**src/rtl/dram_rd_arb_pkg.sv**
```systemverilog
// Shared definitions for the DRAM read arbiter.
// Holds the default channel widths, the requester index width, the width of
// one burst-tracking entry ({owner, len}) and the info FSM state encoding.
package dram_rd_arb_pkg;

  localparam int DEF_NUM_REQ     = 4;
  localparam int DEF_ID_WIDTH    = 6;
  localparam int DEF_ADDR_WIDTH  = 32;
  localparam int DEF_LEN_WIDTH   = 8;
  localparam int DEF_DATA_WIDTH  = 256;
  localparam int DEF_TRACK_DEPTH = 8;

  localparam int IDX_WIDTH         = $clog2(DEF_NUM_REQ);
  localparam int TRACK_ENTRY_WIDTH = IDX_WIDTH + DEF_LEN_WIDTH;

  // Info channel FSM: IDLE looks for a grant, ISSUE holds the burst on the bus.
  typedef enum logic {
    ST_IDLE  = 1'b0,
    ST_ISSUE = 1'b1
  } info_state_e;

endpackage

```
**src/rtl/read_track_fifo.sv**
```systemverilog
// Synchronous FIFO holding one {owner, len} entry per issued read burst.
// Ports:
//   clk, rst          clock, synchronous active-low reset (empties the FIFO)
//   push_in/_data_in  write one entry (ignored when full)
//   pop_in            drop the head entry (ignored when empty)
//   head_data_out     current head entry, valid when !empty_out
//   full_out/empty_out/count_out  status and occupancy
module read_track_fifo #(
  parameter int WIDTH = 10,
  parameter int DEPTH = 8
) (
  input  logic                     clk,
  input  logic                     rst,
  input  logic                     push_in,
  input  logic [WIDTH-1:0]         push_data_in,
  input  logic                     pop_in,
  output logic [WIDTH-1:0]         head_data_out,
  output logic                     full_out,
  output logic                     empty_out,
  output logic [$clog2(DEPTH):0]   count_out
);

  localparam int PTR_W = $clog2(DEPTH);
  localparam int CNT_W = PTR_W + 1;

  logic [WIDTH-1:0] mem_q [DEPTH];
  logic [PTR_W-1:0] wr_ptr_q, wr_ptr_d;
  logic [PTR_W-1:0] rd_ptr_q, rd_ptr_d;
  logic [CNT_W-1:0] count_q, count_d;
  logic             do_push, do_pop;

  assign full_out      = (count_q == CNT_W'(DEPTH));
  assign empty_out     = (count_q == '0);
  assign count_out     = count_q;
  assign head_data_out = mem_q[rd_ptr_q];

  assign do_push = push_in && !full_out;
  assign do_pop  = pop_in && !empty_out;

  always_comb begin
    wr_ptr_d = wr_ptr_q;
    rd_ptr_d = rd_ptr_q;
    count_d  = count_q;
    if (do_push) wr_ptr_d = wr_ptr_q + PTR_W'(1);
    if (do_pop)  rd_ptr_d = rd_ptr_q + PTR_W'(1);
    // Simultaneous push and pop leaves occupancy unchanged.
    case ({do_push, do_pop})
      2'b10:   count_d = count_q + CNT_W'(1);
      2'b01:   count_d = count_q - CNT_W'(1);
      default: count_d = count_q;
    endcase
  end

  always_ff @(posedge clk) begin
    if (!rst) begin
      wr_ptr_q <= '0;
      rd_ptr_q <= '0;
      count_q  <= '0;
    end else begin
      wr_ptr_q <= wr_ptr_d;
      rd_ptr_q <= rd_ptr_d;
      count_q  <= count_d;
    end
  end

  // Storage needs no reset: entries are only read while counted as occupied.
  always_ff @(posedge clk) begin
    if (do_push) mem_q[wr_ptr_q] <= push_data_in;
  end

endmodule

```
**src/rtl/dram_read_arbiter.sv**
```systemverilog
// Shares one DRAM read port among NUM_REQ reference readers.
// Ports:
//   clk, rst                      clock, synchronous active-low reset
//   req_id/addr/len_in            per-requester burst info, slice i = requester i
//   req_info_valid_in/_rdy_out    request handshake; rdy is a one-hot grant pulse
//   req_data_out                  read data broadcast to all requesters
//   req_data_valid_out/_rdy_in    one-hot data valid to the burst owner, owner ready
//   rd_id/addr/len_out            burst info to the bus (registered)
//   rd_info_valid_out/_rdy_in     bus info handshake
//   rd_data_in/_valid_in/_rdy_out bus read data handshake
// Handshakes: a transfer happens on a clock edge where valid and ready are both
// high; valid/info stay stable until then, ready may depend combinationally on
// valid only on the requester-info side (the grant pulse).
// Requests are granted round-robin, one burst in flight on the info channel at
// a time. Bursts return in issue order, so an {owner, len} FIFO is enough to
// steer every returning beat; the burst ID is passed through but never used.
import dram_rd_arb_pkg::*;

module dram_read_arbiter #(
  parameter int NUM_REQ     = DEF_NUM_REQ,
  parameter int ID_WIDTH    = DEF_ID_WIDTH,
  parameter int ADDR_WIDTH  = DEF_ADDR_WIDTH,
  parameter int LEN_WIDTH   = DEF_LEN_WIDTH,
  parameter int DATA_WIDTH  = DEF_DATA_WIDTH,
  parameter int TRACK_DEPTH = DEF_TRACK_DEPTH
) (
  input  logic                          clk,
  input  logic                          rst,
  input  logic [NUM_REQ*ID_WIDTH-1:0]   req_id_in,
  input  logic [NUM_REQ*ADDR_WIDTH-1:0] req_addr_in,
  input  logic [NUM_REQ*LEN_WIDTH-1:0]  req_len_in,
  input  logic [NUM_REQ-1:0]            req_info_valid_in,
  output logic [NUM_REQ-1:0]            req_info_rdy_out,
  output logic [DATA_WIDTH-1:0]         req_data_out,
  output logic [NUM_REQ-1:0]            req_data_valid_out,
  input  logic [NUM_REQ-1:0]            req_data_rdy_in,
  output logic [ID_WIDTH-1:0]           rd_id_out,
  output logic [ADDR_WIDTH-1:0]         rd_addr_out,
  output logic [LEN_WIDTH-1:0]          rd_len_out,
  output logic                          rd_info_valid_out,
  input  logic                          rd_info_rdy_in,
  input  logic [DATA_WIDTH-1:0]         rd_data_in,
  input  logic                          rd_data_valid_in,
  output logic                          rd_data_rdy_out
);

  localparam int IDX_W   = $clog2(NUM_REQ);
  localparam int ENTRY_W = IDX_W + LEN_WIDTH;
  localparam int CNT_W   = $clog2(TRACK_DEPTH) + 1;

  info_state_e           state_q, state_d;
  logic [IDX_W-1:0]      ptr_q, ptr_d;
  logic [IDX_W-1:0]      owner_q, owner_d;
  logic [ID_WIDTH-1:0]   id_q, id_d;
  logic [ADDR_WIDTH-1:0] addr_q, addr_d;
  logic [LEN_WIDTH-1:0]  len_q, len_d;
  logic                  vld_q, vld_d;
  logic [LEN_WIDTH-1:0]  beat_cnt_q, beat_cnt_d;

  logic                  grant_found;
  logic [IDX_W-1:0]      grant_idx;
  logic [IDX_W-1:0]      cand;
  logic                  can_grant;

  logic                  fifo_push, fifo_pop, fifo_full, fifo_empty;
  logic [ENTRY_W-1:0]    fifo_head;
  logic [CNT_W-1:0]      fifo_count;
  logic [IDX_W-1:0]      head_owner;
  logic [LEN_WIDTH-1:0]  head_len;
  logic                  beat_hs;

  // First valid requester at or after the pointer, scanning cyclically.
  always_comb begin
    grant_found = 1'b0;
    grant_idx   = '0;
    cand        = '0;
    for (int k = 0; k < NUM_REQ; k++) begin
      cand = ptr_q + IDX_W'(k);
      if (!grant_found && req_info_valid_in[cand]) begin
        grant_found = 1'b1;
        grant_idx   = cand;
      end
    end
  end

  // Occupancy counts pushed entries only; since at most one granted burst is
  // waiting for its push, checking here guarantees the later push has room.
  // The grant pulse is suppressed while reset is asserted, as the grant would
  // be discarded at that edge anyway.
  assign can_grant = rst && (state_q == ST_IDLE) && grant_found &&
                     (fifo_count < CNT_W'(TRACK_DEPTH));

  assign req_info_rdy_out = can_grant ? (NUM_REQ'(1) << grant_idx) : '0;

  always_comb begin
    state_d   = state_q;
    ptr_d     = ptr_q;
    owner_d   = owner_q;
    id_d      = id_q;
    addr_d    = addr_q;
    len_d     = len_q;
    vld_d     = vld_q;
    fifo_push = 1'b0;
    case (state_q)
      ST_IDLE: begin
        if (can_grant) begin
          id_d    = req_id_in[grant_idx*ID_WIDTH +: ID_WIDTH];
          addr_d  = req_addr_in[grant_idx*ADDR_WIDTH +: ADDR_WIDTH];
          len_d   = req_len_in[grant_idx*LEN_WIDTH +: LEN_WIDTH];
          owner_d = grant_idx;
          ptr_d   = grant_idx + IDX_W'(1);
          vld_d   = 1'b1;
          state_d = ST_ISSUE;
        end
      end
      ST_ISSUE: begin
        if (rd_info_rdy_in) begin
          fifo_push = 1'b1;
          vld_d     = 1'b0;
          state_d   = ST_IDLE;
        end
      end
      default: begin
        vld_d   = 1'b0;
        state_d = ST_IDLE;
      end
    endcase
  end

  assign rd_id_out         = id_q;
  assign rd_addr_out       = addr_q;
  assign rd_len_out        = len_q;
  assign rd_info_valid_out = vld_q;

  // Data steering from the FIFO head.
  assign head_owner = fifo_head[ENTRY_W-1 -: IDX_W];
  assign head_len   = fifo_head[LEN_WIDTH-1:0];

  assign req_data_out       = rd_data_in;
  assign rd_data_rdy_out    = !fifo_empty && req_data_rdy_in[head_owner];
  assign req_data_valid_out = fifo_empty ? '0
                                         : (NUM_REQ'(rd_data_valid_in) << head_owner);

  assign beat_hs  = rd_data_valid_in && rd_data_rdy_out;
  // Last beat pops at this edge, so the next beat already sees the new head.
  assign fifo_pop = beat_hs && (beat_cnt_q == head_len);

  always_comb begin
    beat_cnt_d = beat_cnt_q;
    if (beat_hs) beat_cnt_d = fifo_pop ? '0 : beat_cnt_q + LEN_WIDTH'(1);
  end

  always_ff @(posedge clk) begin
    if (!rst) begin
      state_q    <= ST_IDLE;
      ptr_q      <= '0;
      owner_q    <= '0;
      id_q       <= '0;
      addr_q     <= '0;
      len_q      <= '0;
      vld_q      <= 1'b0;
      beat_cnt_q <= '0;
    end else begin
      state_q    <= state_d;
      ptr_q      <= ptr_d;
      owner_q    <= owner_d;
      id_q       <= id_d;
      addr_q     <= addr_d;
      len_q      <= len_d;
      vld_q      <= vld_d;
      beat_cnt_q <= beat_cnt_d;
    end
  end

  read_track_fifo #(
    .WIDTH (ENTRY_W),
    .DEPTH (TRACK_DEPTH)
  ) u_track (
    .clk           (clk),
    .rst           (rst),
    .push_in       (fifo_push && !fifo_full),
    .push_data_in  ({owner_q, len_q}),
    .pop_in        (fifo_pop),
    .head_data_out (fifo_head),
    .full_out      (fifo_full),
    .empty_out     (fifo_empty),
    .count_out     (fifo_count)
  );

endmodule
```
**config.mk**
```make
export PLATFORM = sky130hd
export DESIGN_NAME = dram_read_arbiter
export DESIGN_NICKNAME = d
export VERILOG_FILES = /design/src/rtl/dram_rd_arb_pkg.sv /design/src/rtl/read_track_fifo.sv /design/src/rtl/dram_read_arbiter.sv
export SDC_FILE = /design/constraint.sdc
export NUM_CORES = 1
export LEC_CHECK = 0
export BUFFER_PORTS_ARGS = -buffer_cell sky130_fd_sc_hd__clkbuf_2
export CORE_AREA = 8 8 293 295
export DETAILED_ROUTE_END_ITERATION = 12
export DIE_AREA = 0 0 301 303
export GPL_TIMING_DRIVEN = 0
export PLACE_DENSITY = 0.39
export SYNTH_ARGS = -nofsm -noshare
export SYNTH_HDL_FRONTEND = slang
export SYNTH_SLANG_ARGS = --single-unit
```
**constraint.sdc**
```tcl
create_clock -name clk -period 7.13 [get_ports clk]
set_input_delay 0.713 -clock clk [delete_from_list [all_inputs] [get_ports clk]]
set_output_delay 0.713 -clock clk [all_outputs]
set_load 0.01 [all_outputs]
```
# Word level (Yosys, flattened, before mapping)
# Memories as Yosys holds them, arrays and structs flattened. A register that Yosys moved wholly into a read port is not among the register bits.
# Index checks and enable logic that the tools add are counted.
[classes]
n_lt_le_gt_ge = 6
mul = 1
bitwise = 1
reduce_logical = 21
n_eq_ne = 6
mux = 34
n_addsub = 9
n_shift = 5
[op_table]
columns = ["operator", "count"]
rows = [
  ["$shiftx 128x8->32", 1],
  ["$shiftx 32x6->8", 1],
  ["$shiftx 24x6->6", 1],
  ["$mux 1", 17],
  ["$lt 2x3->1 const B", 5],
  ["$logic_and 1x1->1", 12],
  ["$bmux 1 s2", 5],
  ["$add 8x1->8 const B", 1],
  ["$eq 8x8->1", 1],
  ["$mux 2", 4],
  ["$mux 4", 2],
  ["$mux 8", 1],
  ["$pmux 4 s2", 1],
  ["$add 3x1->3 const B", 2],
  ["$mux 3", 2],
  ["$logic_not 1->1", 5],
  ["$add 2x1->2 const B", 2],
  ["$add 2x2->2 const B", 2],
  ["$add 4x1->4 const B", 1],
  ["$eq 4x4->1 const B", 1],
  ["$logic_not 4->1", 1],
  ["$lt 4x4->1 const B", 1],
  ["$mul 2x2->4 const B", 1],
  ["$ne 2x2->1 const B", 2],
  ["other kinds (9)", 11],
]
[word_totals]
ram_bits = 80
out_inout_bits = 312
n_memories = 1
regBits = 70
[memory_table]
columns = ["name", "depth", "word_bits", "rd", "rd_ports_with_merged_regs", "write_ports", "line", "rtl"]
rows = [
  ["u_track.mem_q", 8, 10, 1, 1, 1, "read_track_fifo.sv:26", "logic [WIDTH-1:0] mem_q [DEPTH];"],
]

# Longest topological paths before layout
# Gate-level depths: netlist of run 1.
[depth]
ltp_word = 16
mapped_depth = 15
ltp_nobuf = 13

# Cells and area by module
# From an unflattened synthesis of run 1, not the netlist that was laid out.
[hier_totals]
hier_cells = 921
area_unflattened_um2 = 9539.1
[by_module_without_submodules]
columns = ["mod", "area_per_inst_um2", "instances", "seq_area_each_um2", "cells_per_inst"]
rows = [
  ["dram_read_arbiter", 5848.1, 1, 1201.2, 732],
  ["read_track_fifo", 3691.0, 1, 2662.6, 189],
]

# Worst setup path before layout of run 1
# No wires, ideal clock.
[synth_path]
path_kind = "register to register"
startpoint = "reg (tool-made name)"
endpoint = "reg u_track.count_q[2] (netlist: u_track.count_out[2])"
arrival_time_ps = 3288
synth_period_minus_slack_ps = 3357
required_ps = 7060
path_buffers = 1
path_stages_with_launch = 14
path_slack_ps = 3773
path_cell_list = "dfxtp_1 > buf_6 > mux4_1 > mux2_2 > mux4_2 > nand4_4 > inv_1 > ha_1 > xor2_1 > ha_1 > a21oi_1 > xor2_1 > or3_1 > a21oi_1"
[synth_lines]
columns = ["item", "line", "rtl"]
rows = [
  ["end signal, assigned", "read_track_fifo.sv:62", "count_q <= count_d;"],
  ["end, declared", "read_track_fifo.sv:29", "logic [CNT_W-1:0] count_q, count_d;"],
]

# Worst setup path in the final report of run 1
[layout_path]
startpoint = "reg ptr_q[0]"
endpoint = "out req_info_rdy_out[3]"
[layout_via]
word_cells_on_any_way = 29
classes_between = "add/sub (3); shift (1); mux (17); reduce/logical (8)"
[layout_lines]
columns = ["item", "line", "rtl"]
rows = [
  ["start, declared", "dram_read_arbiter.sv:52", "logic [IDX_W-1:0] ptr_q, ptr_d;"],
  ["start signal, assigned", "dram_read_arbiter.sv:165", "ptr_q <= ptr_d;"],
  ["branches (longest 11 deep; another with $add 2x1->2)", "-", ""],
  ["$mux 2 *", "dram_read_arbiter.sv:79", "if (!grant_found && req_info_valid_in[cand]) begin"],
  ["via grant_idx[1]", "dram_read_arbiter.sv:61", "logic [IDX_W-1:0] grant_idx;"],
  ["$shl 1x2->4 *", "dram_read_arbiter.sv:93", "assign req_info_rdy_out = can_grant ? (NUM_REQ'(1) << grant_idx) : '0;"],
  ["$mux 4 *", "dram_read_arbiter.sv:93", ""],
  ["end, declared", "dram_read_arbiter.sv:33", "output logic [NUM_REQ-1:0] req_info_rdy_out,"],
]
# Mark *: on every way through the listed nets, which the timed path passes. The select of a mux whose other input is x is not followed.

==> flow_summary.ini, run 1 <==
[timing]
worst_pin_slew_ps = 1340
fin_setup_tns_ps = 0
fin_crit_sh = 0.696
skew_ps = 18.7
relSlewSlack = 0.109
rsz0062_at_grt = no
worst_slack_ps = 2160
setup_viol = 0
drv_slew = 0
period_needed_ps = 4970
finalHoldViolations = 0
max_freq_mhz = 201

[power_and_ir_drop]
combinationalPowerShare = 0.359
internal_power_uw = 1990
powerDensity_mw_per_mm2 = 232
p_clk_frac = 0.296
peakVddDrop_uv = 176
seqPwrFrac = 0.345
p_switching_uw = 1250
leakage_uw = 0.00629
p_sw_frac = 0.386

[placement]
dp_slack_ps = 1790
dp_hpwl_mm = 45.6
io_buffers = 506
gp_congestion = 0.761

[yosys]
yosysWarnings = 0
syn_area_mm2 = 0.00944
ys_types = 49
syn_avg_cell_area_um2 = 10.1
synth-seq-area-share = 0.409
syn_nets = 1394
syn_inst = 932
synthArstFlopShare = 0
synth_edf_count = 80
synth_seq_cells = 153
synthFlopType = edfxtp_1

[critical_path]
rrSetupSlack_ps = 2310
timing.critical_path.from = ptr_q[0]
critPathKind = reg -> out
start_kind = flop
crit_required_ps = 6420
rr_startpoint = ptr_q[0]
endpoint_kind = output pin
ff2ff_path_depth = 11
cp_max_fo = 11
r2r_end = rd_addr_out[4]
crit_end = req_info_rdy_out[3]
crit_arrival_ps = 4250

[global_route]
gr-usage-all-layers = 0.108
antenna_found_initial = 17
grt_pass1_vias = 9577
grt_max_degree = 17
grt_pass1_wl_mm = 70.6
grt_overflow = 0

[hold_path]
hp-class = in -> reg

[floorplanning]
rows = 105
dieArea_mm2 = 0.0912
core_mm2 = 0.0812
initial_utilization = 0.116
pin_count = 764
dieWidth_um = 301
die_y_um = 303

[layout]
finalNetCount = 1922
syn2layout_area_growth_pct = 48.0
drive_gt1_frac = 0.590
fillers = 9181
fin_util = 0.172

[detailed_routing]
ant_nets = 0
drt_iter0_markers = 467
firstDrtPassIters = 4
drc_errors = 0
vias_per_cell = 3.45
wire_per_inst_um = 20.7
routed_wl_mm = 52.8
vias = 8779

[clock_network]
cts_tree = built
clkTransAtPathRegs_ps = 70
cts-htree-levels = 4
clock_path_buffers = 2
hold_buffers = 0
clk_latency_ps = 470
post_cts_resized = 0
post-cts-setup-buffers = 0
root_buffer = clkbuf_16
cts.sinks = 153
cts_made_buffers = 17

[run_status]
outcome = finished, final reports clean

[job]
maxCapViolCount = 0
-- worst min-delay path by stage --
stage	start	end	slack (ps)	cells after the start
global placement	rd_id_out[5]	rd_id_out[5]	440	2
CTS	rd_info_rdy_in	state_q	420	2
detailed placement	rd_id_out[5]	rd_id_out[5]	450	2
floorplan	state_q	state_q	450	2
finish	rd_info_rdy_in	state_q	460	2
global route	rd_info_rdy_in	state_q	460	2
-- cell usage after synthesis (3+ instances only) --
| cell type | n | share of area |
|---|---|---|
| buf_4 | 258 | 0.21 |
| o21ai_0 | 9 | 0.0048 |
| nand2b_1 | 9 | 0.0060 |
| xor2_1 | 10 | 0.0093 |
| mux4_2 | 9 | 0.021 |
| a21oi_1 | 12 | 0.0064 |
| inv_1 | 10 | 0.0040 |
| mux4_1 | 10 | 0.028 |
| ha_1 | 10 | 0.013 |
| nor2_1 | 27 | 0.011 |
| or3_1 | 5 | 0.0033 |
| xnor2_1 | 8 | 0.0074 |
| nor2b_1 | 4 | 0.0027 |
| and3_1 | 3 | 0.0020 |
| and2_0 | 7 | 0.0046 |
| nand2_1 | 106 | 0.042 |
| mux2i_1 | 13 | 0.014 |
| a211oi_1 | 47 | 0.037 |
| clkbuf_1 | 45 | 0.018 |
| mux2_2 | 3 | 0.0036 |
| nand4_1 | 4 | 0.0027 |
| buf_1 | 3 | 0.0012 |
| and2_1 | 39 | 0.026 |
| a31o_2 | 44 | 0.041 |
| dfxtp_1 | 73 | 0.15 |
| buf_2 | 4 | 0.0021 |
| nand3_1 | 7 | 0.0037 |
| a311oi_1 | 44 | 0.041 |
| edfxtp_1 | 80 | 0.25 |
| nor3_1 | 3 | 0.0016 |
-- layout make-up --
cell class | count | area [um2] | area share
flip-flops and latches | 153 | 3860 | 0.277
multi-input cells | 457 | 3380 | 0.242
repair buffers | 509 | 2560 | 0.183
plain buffers | 312 | 2170 | 0.155
well taps | 1070 | 1340 | 0.0958
clock buffers | 20 | 489 | 0.0350
clock inverters | 12 | 116 | 0.00833
inverters | 10 | 37.5 | 0.00269
diodes | 5 | 12.5 | 0.000896
-- cell usage in the layout (no fill, tap or decap), types with 4 or more instances in the layout --
cell type and count:
xor2_1 10, a211oi_1 47, or3_1 5, buf_2 4, and2_1 39, inv_1 10
nor2b_1 4, and2_0 7, a31o_2 44, clkbuf_2 506, clkbuf_16 19, mux2i_1 13
buf_4 259, xnor2_1 8, ha_1 10, nor2_1 27, inv_6 5, o21ai_0 9
nand2b_1 9, nand3_1 7, nand4_1 4, edfxtp_1 80, mux4_2 9, clkbuf_1 45
nand2_1 106, mux4_1 10, diode_2 5, a21oi_1 12, dfxtp_1 73, a311oi_1 44
-- layer usage --
layer / up-vias / share of wire / track usage
li1: 4145 / - / -
met1: 4158 / 0.45 / 0.146
met2: 434 / 0.45 / 0.166
met3: 38 / 0.087 / 0.0357
met4: 4 / 0.013 / 0.0235
met5: - / 0.00051 / 0
-- power groups by stage --
stage | Sequential (uW) | Clock, uW | Combinational, uW
2_1_floorplan | 1150 | 0 | 583
3_3_place_gp | 1140 | 0 | 1200
3_5_place_dp | 1140 | 0 | 1200
4_1_cts | 1120 | 1010 | 1200
5_1_grt | 1140 | 1030 | 1270
6_report | 1120 | 959 | 1160
-- cell families after synthesis --
| family | count (synthesis) | share of synthesized area |
|---|---|---|
| buf+inv | 322 | 0.234 |
| simple gates | 228 | 0.122 |
| compound gates | 166 | 0.139 |
| flops | 153 | 0.409 |
| mux | 35 | 0.0667 |
| xor+xnor | 18 | 0.0167 |
| fa+ha+maj | 10 | 0.0133 |
-- state kept, by name, indices dropped and copies added (netlist names), named ones only --
name,flops
beat_cnt_q,8
state_q,1
ptr_q,2
u_track.rd_ptr_q,3
rd_id_out,6
u_track.mem_q,80
owner_q,2
rd_addr_out,32
rd_len_out,8
u_track.wr_ptr_q,3
u_track.count_out,4
rd_info_valid_out,1
-- metrics by stage --
step | area (um2) | hold slack (ps) | cells | power (uW)
after floorplan | 9440 | 446 | 932 | 1730
after global placement | 13300 | 443 | 2508 | 2330
after detailed placement | 13300 | 452 | 2510 | 2340
after CTS | 13900 | 415 | 2542 | 3330
after global routing | 14000 | 464 | 2543 | 3440
final | 14000 | 460 | 2548 | 3240
-- critical path, stage by stage, from the launching register on --
cell      delay (ps)
dfxtp_1          340
nand2b_1         170
nor2b_1          130
o22ai_1         1000
clkbuf_1         720
clkbuf_1         760
inv_1            160
ha_1             230
inv_1             50
nor2_1            50
clkbuf_2         160
No activity file was read; power rests on OpenSTA's default activity.
==> run 2, diff against run 1 <==
--- a/config.mk
+++ b/config.mk
@@ -10,7 +10,7 @@
 export DETAILED_ROUTE_END_ITERATION = 12
 export DIE_AREA = 0 0 301 303
 export GPL_TIMING_DRIVEN = 0
-export PLACE_DENSITY = 0.39
+export PLACE_DENSITY = 0.4
 export SYNTH_ARGS = -nofsm -noshare
 export SYNTH_HDL_FRONTEND = slang
 export SYNTH_SLANG_ARGS = --single-unit
==> constraint.sdc (replaced) <==
create_clock -name clk -period 4.5 [get_ports clk]
set_input_delay 0.45 -clock clk [delete_from_list [all_inputs] [get_ports clk]]
set_output_delay 0.45 -clock clk [all_outputs]
set_load 0.01 [all_outputs]
==> run 2 against run 1 <==
Compared with the run above: global-route usage shrank 0.090 points; largest cell class unchanged; clock power grew 69%; critical endpoint is now req_info_rdy_out[2]; total power grew 62%; worst setup slack lost 1900 ps; sequential power grew 58%; hold slack lost 240 ps.
==> flow_summary.ini, run 2 (synthesis gave the netlist of run 1 again) <==
[placement]
dp_slack_ps = -311
io_buffers = 506
gp_congestion = 0.765
dp_hpwl_mm = 45.2

[floorplanning]
dieArea_mm2 = 0.0912
rows = 105
pin_count = 764
initial_utilization = 0.116
core_mm2 = 0.0812
die_y_um = 303
dieWidth_um = 301

[timing]
relSlewSlack = 0.140
skew_ps = 11.6
setup_viol = 0
fin_setup_tns_ps = 0
max_freq_mhz = 237
period_needed_ps = 4220
rsz0062_at_grt = no
worst_pin_slew_ps = 1290
fin_crit_sh = 0.938
worst_slack_ps = 279
finalHoldViolations = 0
drv_slew = 0

[critical_path]
worstSetupPathDepth = 10
worst-path-buf-inv = 5
crit_required_ps = 4050
crit_path_max_incr_delay_ps = 780
crit_slowest_cell = clkbuf_1
cp_max_fo = 11
worstPathCellList = a21o_1, a21boi_0, o22ai_2, clkbuf_2, clkbuf_1, inv_1, ha_1, inv_1, nor2_1, clkbuf_2
start_kind = flop
critPathKind = reg -> out
cp_top_family = buffers and inverters
crit_arrival_ps = 3770
ff2ff_path_depth = 11
endpoint_kind = output pin
rrSetupSlack_ps = 390

[job]
maxCapViolCount = 0

[layout]
mostFrequentLayoutCells = clkbuf_2, buf_4, nand2_1, edfxtp_1, dfxtp_1
fillers = 9195
multi_input_area_mm2 = 0.00339
layout_commonest_cell = clkbuf_2
syn2layout_area_growth_pct = 48.3
drive_gt1_frac = 0.595
largest_reg_flops = 80
finalNetCount = 1921
largest_register = u_track.mem_q
fin_util = 0.172
ff_latch_area_mm2 = 0.00386

[detailed_routing]
drc_errors = 0
vias_per_cell = 3.51
wire_per_inst_um = 20.6
ant_nets = 0
routed_wl_mm = 52.3
drt_iter0_markers = 424
firstDrtPassIters = 4
vias = 8936

[global_route]
gr-usage-all-layers = 0.107
grt_pass1_vias = 9638
grt_max_degree = 17
antenna_found_initial = 15
grt_pass1_wl_mm = 70.3
grt_overflow = 0

[hold_path]
hold_path_depth = 2
hp-class = in -> reg

[clock_network]
clock_path_buffers = 2
clk_latency_ps = 470
root_buffer = clkbuf_16
clkTransAtPathRegs_ps = 70
cts_tree = built
cts_made_buffers = 17
cts-htree-levels = 4
cts.sinks = 153
post-cts-setup-buffers = 0

[run_status]
outcome = finished, final reports clean

[power_and_ir_drop]
peakVddDrop_uv = 284
total_power_uw = 5240
powerDensity_mw_per_mm2 = 374
leakage_uw = 0.00632
run 2: cell count changes in the layout (fill, tap and decap cells not counted), moves of 2 or more:
| cell | change |
|---|---|
| bufinv_16 | +3 |
| clkinv_4 | -2 |
| clkbuf_2 | +7 |
| diode_2 | -2 |
| clkbuf_1 | -6 |
| clkbuf_16 | -2 |
run 2: path summary, 6_finish.rpt:
| kind | startpoint | endpoint |
|---|---|---|
| worst max-delay path | ptr_q[1] | req_info_rdy_out[2] |
| worst min-delay path | rd_info_rdy_in | state_q |
| worst max register to register | ptr_q[0] | rd_addr_out[24] |
| worst min register to register | rd_info_valid_out | rd_info_valid_out |
run 2: area by class of cell:
type,count,area share
sequential,153,0.276
multi-input combinational,457,0.242
timing repair buffer,508,0.183
buffer,312,0.156
tap,1070,0.0957
clock buffer,17,0.0304
clock inverter,15,0.0145
inverter,10,0.00268
antenna,3,0.000536
run 2: where the power goes:
group          switching, uW  internal (uW)  total (uW)  leakage, uW
registers                126           1650        1770      0.00134
clock network            718            898        1620     0.000312
logic                   1150            698        1850      0.00467
total                   1990           3240        5240      0.00632
run 2: stage by stage:
stage               hold WS [ps]  std cells  cell area (um2)
floorplan                    446        932             9440
global placement             445       2508            13300
detailed placement           450       2510            13300
CTS                          166       2542            14000
global route                 190       2542            14000
finish                       216       2545            14000
run 2: repair_timing:
item,4_1_cts,5_1_grt
pin swaps,0,0
endpoints found under the hold margin,0,0
resized for setup,5,3
hold buffers,0,0
endpoints found under the setup margin,11,5
run 2: per-layer routing:
metal  wire length (um)  global-route usage
met5                 56                   0
met4                608              0.0203
met3               4150              0.0396
met2              24100               0.167
met1              23400               0.142
